### src/rtl/real_mac_pkg.sv
// Shared types and helpers for the real-valued multiply-accumulate block.
package real_mac_pkg;

  // Control states of the accumulator sequencer.
  typedef enum logic [1:0] {
    ST_IDLE  = 2'd0,
    ST_ACCUM = 2'd1,
    ST_DRAIN = 2'd2,
    ST_OUT   = 2'd3
  } state_t;

  // Fixed-point exponent of the accumulator: the exponent of a raw product.
  function automatic int acc_exp(input int a_exp, input int b_exp);
    return a_exp + b_exp;
  endfunction

endpackage

### src/rtl/real_mac_acc.sv
// Fixed-point dot-product engine: a registered multiplier stage feeds a
// wrapping accumulator with a sticky overflow flag. One product per cycle,
// valid/ready on both sides, result held until the consumer accepts it.
module real_mac_acc
  import real_mac_pkg::*;
#(
  parameter int A_WIDTH   = 16,
  parameter int A_EXP     = -8,
  parameter int B_WIDTH   = 17,
  parameter int B_EXP     = -9,
  parameter int ACC_WIDTH = 40,
  parameter int LEN_WIDTH = 8
) (
  input  logic                        clk,
  input  logic                        rst,
  input  logic                        start_i,
  input  logic [LEN_WIDTH-1:0]        len_i,
  input  logic signed [A_WIDTH-1:0]   a_i,
  input  logic signed [B_WIDTH-1:0]   b_i,
  input  logic                        in_valid_i,
  output logic                        in_ready_o,
  output logic signed [ACC_WIDTH-1:0] acc_o,
  output logic                        out_valid_o,
  input  logic                        out_ready_i,
  output logic                        ovf_o,
  output logic                        busy_o
);

  // Full-precision product width and a sum width that can hold any
  // accumulator + product without losing the true result, so overflow is
  // detected even when the product is wider than the accumulator.
  localparam int PROD_W  = A_WIDTH + B_WIDTH;
  localparam int SUM_W   = ((ACC_WIDTH > PROD_W) ? ACC_WIDTH : PROD_W) + 1;
  localparam int ACC_EXP = acc_exp(A_EXP, B_EXP);

  // Reject parameter sets that cannot describe a meaningful accumulator.
  if ((ACC_EXP != A_EXP + B_EXP) || (ACC_WIDTH < 2) || (LEN_WIDTH < 1)) begin : g_param_check
    $error("real_mac_acc: invalid parameter set");
  end

  state_t                      state_r;
  logic [LEN_WIDTH-1:0]        count_r;
  logic                        in_ready_r;
  logic                        out_valid_r;
  logic                        busy_r;

  logic signed [PROD_W-1:0]    prod_r;
  logic                        prod_vld_r;
  logic signed [ACC_WIDTH-1:0] acc_r;
  logic                        ovf_r;

  logic                        xfer_s;
  logic                        start_fire_s;
  logic signed [PROD_W-1:0]    mult_s;
  logic signed [SUM_W-1:0]     sum_s;
  logic signed [ACC_WIDTH-1:0] wrap_s;
  logic                        add_ovf_s;

  // Handshake qualifiers, the multiplier and the exact-width adder.
  always_comb begin
    xfer_s       = 1'b0;
    start_fire_s = 1'b0;
    mult_s       = '0;
    sum_s        = '0;
    wrap_s       = '0;
    add_ovf_s    = 1'b0;

    xfer_s       = in_valid_i && in_ready_r;
    start_fire_s = (state_r == ST_IDLE) && start_i;
    mult_s       = PROD_W'(a_i) * PROD_W'(b_i);
    sum_s        = SUM_W'(acc_r) + SUM_W'(prod_r);
    wrap_s       = sum_s[ACC_WIDTH-1:0];
    // The sum overflowed if the wrapped value, re-extended, is not the true sum.
    if (sum_s != SUM_W'(wrap_s)) begin
      add_ovf_s = 1'b1;
    end else begin
      add_ovf_s = 1'b0;
    end
  end

  // Sequencer: state, product count and the registered handshake/status outputs.
  always_ff @(posedge clk or posedge rst) begin
    if (rst) begin
      state_r     <= ST_IDLE;
      count_r     <= {LEN_WIDTH{1'b0}};
      in_ready_r  <= 1'b0;
      out_valid_r <= 1'b0;
      busy_r      <= 1'b0;
    end else begin
      case (state_r)
        ST_IDLE: begin
          if (start_i) begin
            busy_r <= 1'b1;
            if (len_i != {LEN_WIDTH{1'b0}}) begin
              count_r    <= len_i;
              state_r    <= ST_ACCUM;
              in_ready_r <= 1'b1;
            end else begin
              // Empty dot product: present the cleared accumulator at once.
              state_r     <= ST_OUT;
              out_valid_r <= 1'b1;
            end
          end else begin
            state_r <= ST_IDLE;
          end
        end
        ST_ACCUM: begin
          if (xfer_s) begin
            count_r <= count_r - LEN_WIDTH'(1);
            if (count_r == LEN_WIDTH'(1)) begin
              state_r    <= ST_DRAIN;
              in_ready_r <= 1'b0;
            end else begin
              state_r <= ST_ACCUM;
            end
          end else begin
            state_r <= ST_ACCUM;
          end
        end
        ST_DRAIN: begin
          // The last product is being added this cycle.
          state_r     <= ST_OUT;
          out_valid_r <= 1'b1;
        end
        ST_OUT: begin
          if (out_ready_i) begin
            state_r     <= ST_IDLE;
            out_valid_r <= 1'b0;
            busy_r      <= 1'b0;
          end else begin
            state_r <= ST_OUT;
          end
        end
        default: begin
          state_r     <= ST_IDLE;
          count_r     <= {LEN_WIDTH{1'b0}};
          in_ready_r  <= 1'b0;
          out_valid_r <= 1'b0;
          busy_r      <= 1'b0;
        end
      endcase
    end
  end

  // Stage 1: capture the full-width product of each accepted operand pair.
  always_ff @(posedge clk or posedge rst) begin
    if (rst) begin
      prod_r     <= '0;
      prod_vld_r <= 1'b0;
    end else begin
      prod_vld_r <= xfer_s;
      if (xfer_s) begin
        prod_r <= mult_s;
      end else begin
        prod_r <= prod_r;
      end
    end
  end

  // Stage 2: wrapping accumulate with a sticky overflow flag, cleared on start.
  always_ff @(posedge clk or posedge rst) begin
    if (rst) begin
      acc_r <= '0;
      ovf_r <= 1'b0;
    end else if (start_fire_s) begin
      acc_r <= '0;
      ovf_r <= 1'b0;
    end else if (prod_vld_r) begin
      acc_r <= wrap_s;
      ovf_r <= ovf_r | add_ovf_s;
    end else begin
      acc_r <= acc_r;
      ovf_r <= ovf_r;
    end
  end

  assign in_ready_o  = in_ready_r;
  assign out_valid_o = out_valid_r;
  assign busy_o      = busy_r;
  assign acc_o       = acc_r;
  assign ovf_o       = ovf_r;

endmodule

### config.mk
export PLATFORM = sky130hd
export DESIGN_NAME = real_mac_acc
export DESIGN_NICKNAME = d
export VERILOG_FILES = /design/src/rtl/real_mac_pkg.sv /design/src/rtl/real_mac_acc.sv
export SDC_FILE = /design/constraint.sdc
export NUM_CORES = 1
export LEC_CHECK = 0
export CORE_ASPECT_RATIO = 1.1
export CORE_UTILIZATION = 50
export DETAILED_ROUTE_END_ITERATION = 8
export MAX_ROUTING_LAYER = met4
export PLACE_DENSITY = 0.68
export SLEW_MARGIN = 20
export SYNTH_ARGS = -nofsm -noshare
export SYNTH_HDL_FRONTEND = slang
export SYNTH_SLANG_ARGS = --single-unit
### constraint.sdc
create_clock -name clk -period 2.9 [get_ports clk]
set_input_delay 0.435 -clock clk [delete_from_list [all_inputs] [get_ports clk]]
set_output_delay 0.435 -clock clk [all_outputs]
set_load 0.01 [all_outputs]
==> impl_metrics.tcl <==
set metrics [dict create \
    outcome "finished, violations left" \
    violations "negative setup slack" \
    synth_top_area_cell "fa_1" \
    synthXorXnorAreaFrac 0.0356 \
    synth_edf_count 0 \
    crit_buf_inv 6 \
    wl_um 41400 \
    postRouteAntennaNets 0 \
    layout-drive-gt1-share 0.298 \
    clockRootBuffer "clkbuf_16" \
    synth.top_cells.by_area "fa_1, dfrtp_1, ha_1, inv_1, and2_1" \
    maxCapViolations 0 \
    clock_tree.buffer_depth 2 \
    overflow 0 \
    slew_viol_final 0 \
    syn-instance-count 1798 \
    drtIter0Drc 854 \
    synth_fp_nets 2247 \
    rsz0062_at_grt "true" \
    vias_per_cell 5.24 \
    min_path_type "input pin to asynchronous set/reset pin" \
    yosys.area_share.simple 0.158 \
    grt_pass1_vias 14100 \
    grt_usage 0.262 \
    required_ps 3200 \
    h-tree-depth 3 \
    slowest_delay_ps 550 \
    synth_top_area_share 0.347 \
    synth_top_family_by_area "adder cells" \
    async_reset_ff_frac 1.00 \
    cp-start-kind "input pin" \
    avgSynthCellArea_um2 8.90 \
    netlist_area_um2 16000 \
    worst_slew_pin_slew_ps 614 \
    grt_pass1_wl_um 67900 \
    diodes 0 \
    crit_chain "buf_8 -> buf_6 -> buf_4 -> and2_4 -> fa_1 -> fa_1 -> fa_1 -> fa_1 -> fa_1 -> inv_2 -> fa_1 -> inv_2 -> ha_4 -> and3_4 -> nand3_4 -> o211ai_1 -> buf_4 -> nand2_4 -> a2111oi_4 -> nor2_2 -> nor4b_2 -> a211o_1" \
    ys_types 63 \
    holdBufCountCts 0 \
    drc 0 \
    synth-seq-cells 88 \
    setup_slack_ps -2850 \
    antenna_found_initial 0 \
    slew_headroom 0.588 \
    place_hpwl_um 32400 \
    fillers 2271 \
    reg2reg_slack_ps 20 \
    crit_top_cell "fa_1" \
    die_w_um 173 \
    finalCriticalPeriod_ps 5750 \
    muxShareOfSynthArea 0.0147 \
    clk_pin_slew_worst_paths_ps 70 \
    cp_top_family "adder cells" \
    areaGrowthSynthToFinish_pct 34.8 \
    core-area_um2 31400 \
    setup_viol 29 \
    cpMaxStageDelayCell "fa_1" \
    place_ws_ps -3710 \
    netlist_top_cells_count "inv_1, fa_1, nand2_1" \
    fin_cells 2559 \
    cts.sink_count 88 \
    dr_total_vias 13400 \
    yosysSeqAreaShare 0.138 \
    post-route-period-util 1.98 \
    cts_tree "yes" \
    synth.most_common_cell "inv_1" \
    max_freq_mhz 174 \
    setup_tns_ps -61400 \
    die_h_um 190 \
    synth_compound_area_frac 0.111 \
    wl_per_cell_um 16.2 \
    start_util 0.510 \
    place_congestion 0.940 \
    cts_made_buffers 9 \
    timing.hold.ws_ps 305 \
    io_buffers 89 \
    hold_viol 0 \
    grt_max_degree 52 \
    synthAdderAreaFrac 0.445 \
    synth-main-ff-cell "dfrtp_1" \
    cp-end-kind "register" \
    worstSkewPairLatency_ps 360 \
    worst_ep_arrival_time_ps 6040 \
    path_class "input pin to register" \
    rows 68 \
    io_pins 90 \
    fin_skew_ps 10.3 \
    die_area_um2 32700 \
    dr.pass1.iters 5 \
    ys.warnings.count 0 \
    worstPathMaxFanout 6 \
    placedCellCount 2461 \
    final_nets 2583 \
]
-- repair_timing --
item                       4_1_cts  5_1_grt
buffers inserted                61       29
resized for setup              390      115
setup endpoints to repair       31       37
pin swaps                      186      128
gates cloned                     2        0
-- final cells by class --
type | instances | area [um^2] | area share
multi-input combinational | 1292 | 13600 | 0.631
timing repair buffer | 385 | 3540 | 0.164
sequential | 88 | 2200 | 0.102
inverter | 358 | 1350 | 0.0627
tap | 420 | 526 | 0.0244
clock buffer | 11 | 253 | 0.0117
clock inverter | 5 | 86.3 | 0.00400
-- per-stage QoR --
stage	utilization	instance area, um^2
final	0.687	21600
after global placement	0.616	19300
after global routing	0.687	21600
after detailed placement	0.616	19300
after floorplan	-	16700
after CTS	0.667	20900
-- cell families after synthesis --
family	count (synthesis)
multiplexers	23
flip-flops	88
AO/OA/AOI/OAI	283
XOR/XNOR	65
buffers and inverters	418
AND/OR/NAND/NOR	518
adder cells (fa/ha/maj)	403
-- layer usage --
layer / GRT usage / wire [um] / up-vias
met2: 0.442 / 20600 / 362
met4: 0.0738 / 929 / 0
met1: 0.340 / 18400 / 6653
met5: - / 0 / -
li1: - / - / 6332
met3: 0.0212 / 1490 / 74
-- worst reg2reg max path, stage by stage, from the launching register on --
cell,delay [ps]
dfrtp_1,420
ha_1,320
buf_4,150
inv_1,70
o21bai_1,80
a21oi_1,340
a311oi_4,170
o211a_1,270
or3_4,420
a31o_1,250
xnor2_1,140
o22ai_1,90
-- flip-flops by register name (all words and copies together) (netlist names) --
name,cells
in_ready_o,1
ovf_o,1
prod_r,33
prod_vld_r,1
state_r,2
out_valid_o,1
acc_o,40
busy_o,1
count_r,8
-- cells in the final DEF (no fill, tap or decap), types with 31 or more instances in the layout --
cell type	synthesis	final
and2_1	133	92
fa_1	277	245
ha_4	0	38
dfrtp_1	88	88
nor2_1	82	75
inv_1	357	303
clkdlybuf4s50_1	0	57
fa_2	0	32
xnor2_1	40	34
o21ai_1	6	31
ha_1	126	79
buf_6	0	95
inv_2	1	51
a21oi_1	72	51
and2_4	0	41
o21ai_0	82	44
nand2_1	202	175
buf_4	0	202
-- final timing paths --
path | from | end | cells after the start
worst max register to register | acc_o[8]$_DFFE_PP0P_ | acc_o[38]$_DFFE_PP0P_ | 11
worst min-delay path | rst | count_r[4]$_DFFE_PP0P_ | 2
min in group clk | prod_r[25]$_DFFE_PP0P_ | prod_r[25]$_DFFE_PP0P_ | 2
max in group asynchronous | rst | prod_r[1]$_DFFE_PP0P_ | 3
worst max-delay path | b_i[4] | prod_r[29]$_DFFE_PP0P_ | 22
worst min register to register | prod_r[25]$_DFFE_PP0P_ | prod_r[25]$_DFFE_PP0P_ | 2
Power is left out: the tool's default activity adds up to more than one toggle a clock period on the data nets, which glitch-free logic cannot reach.
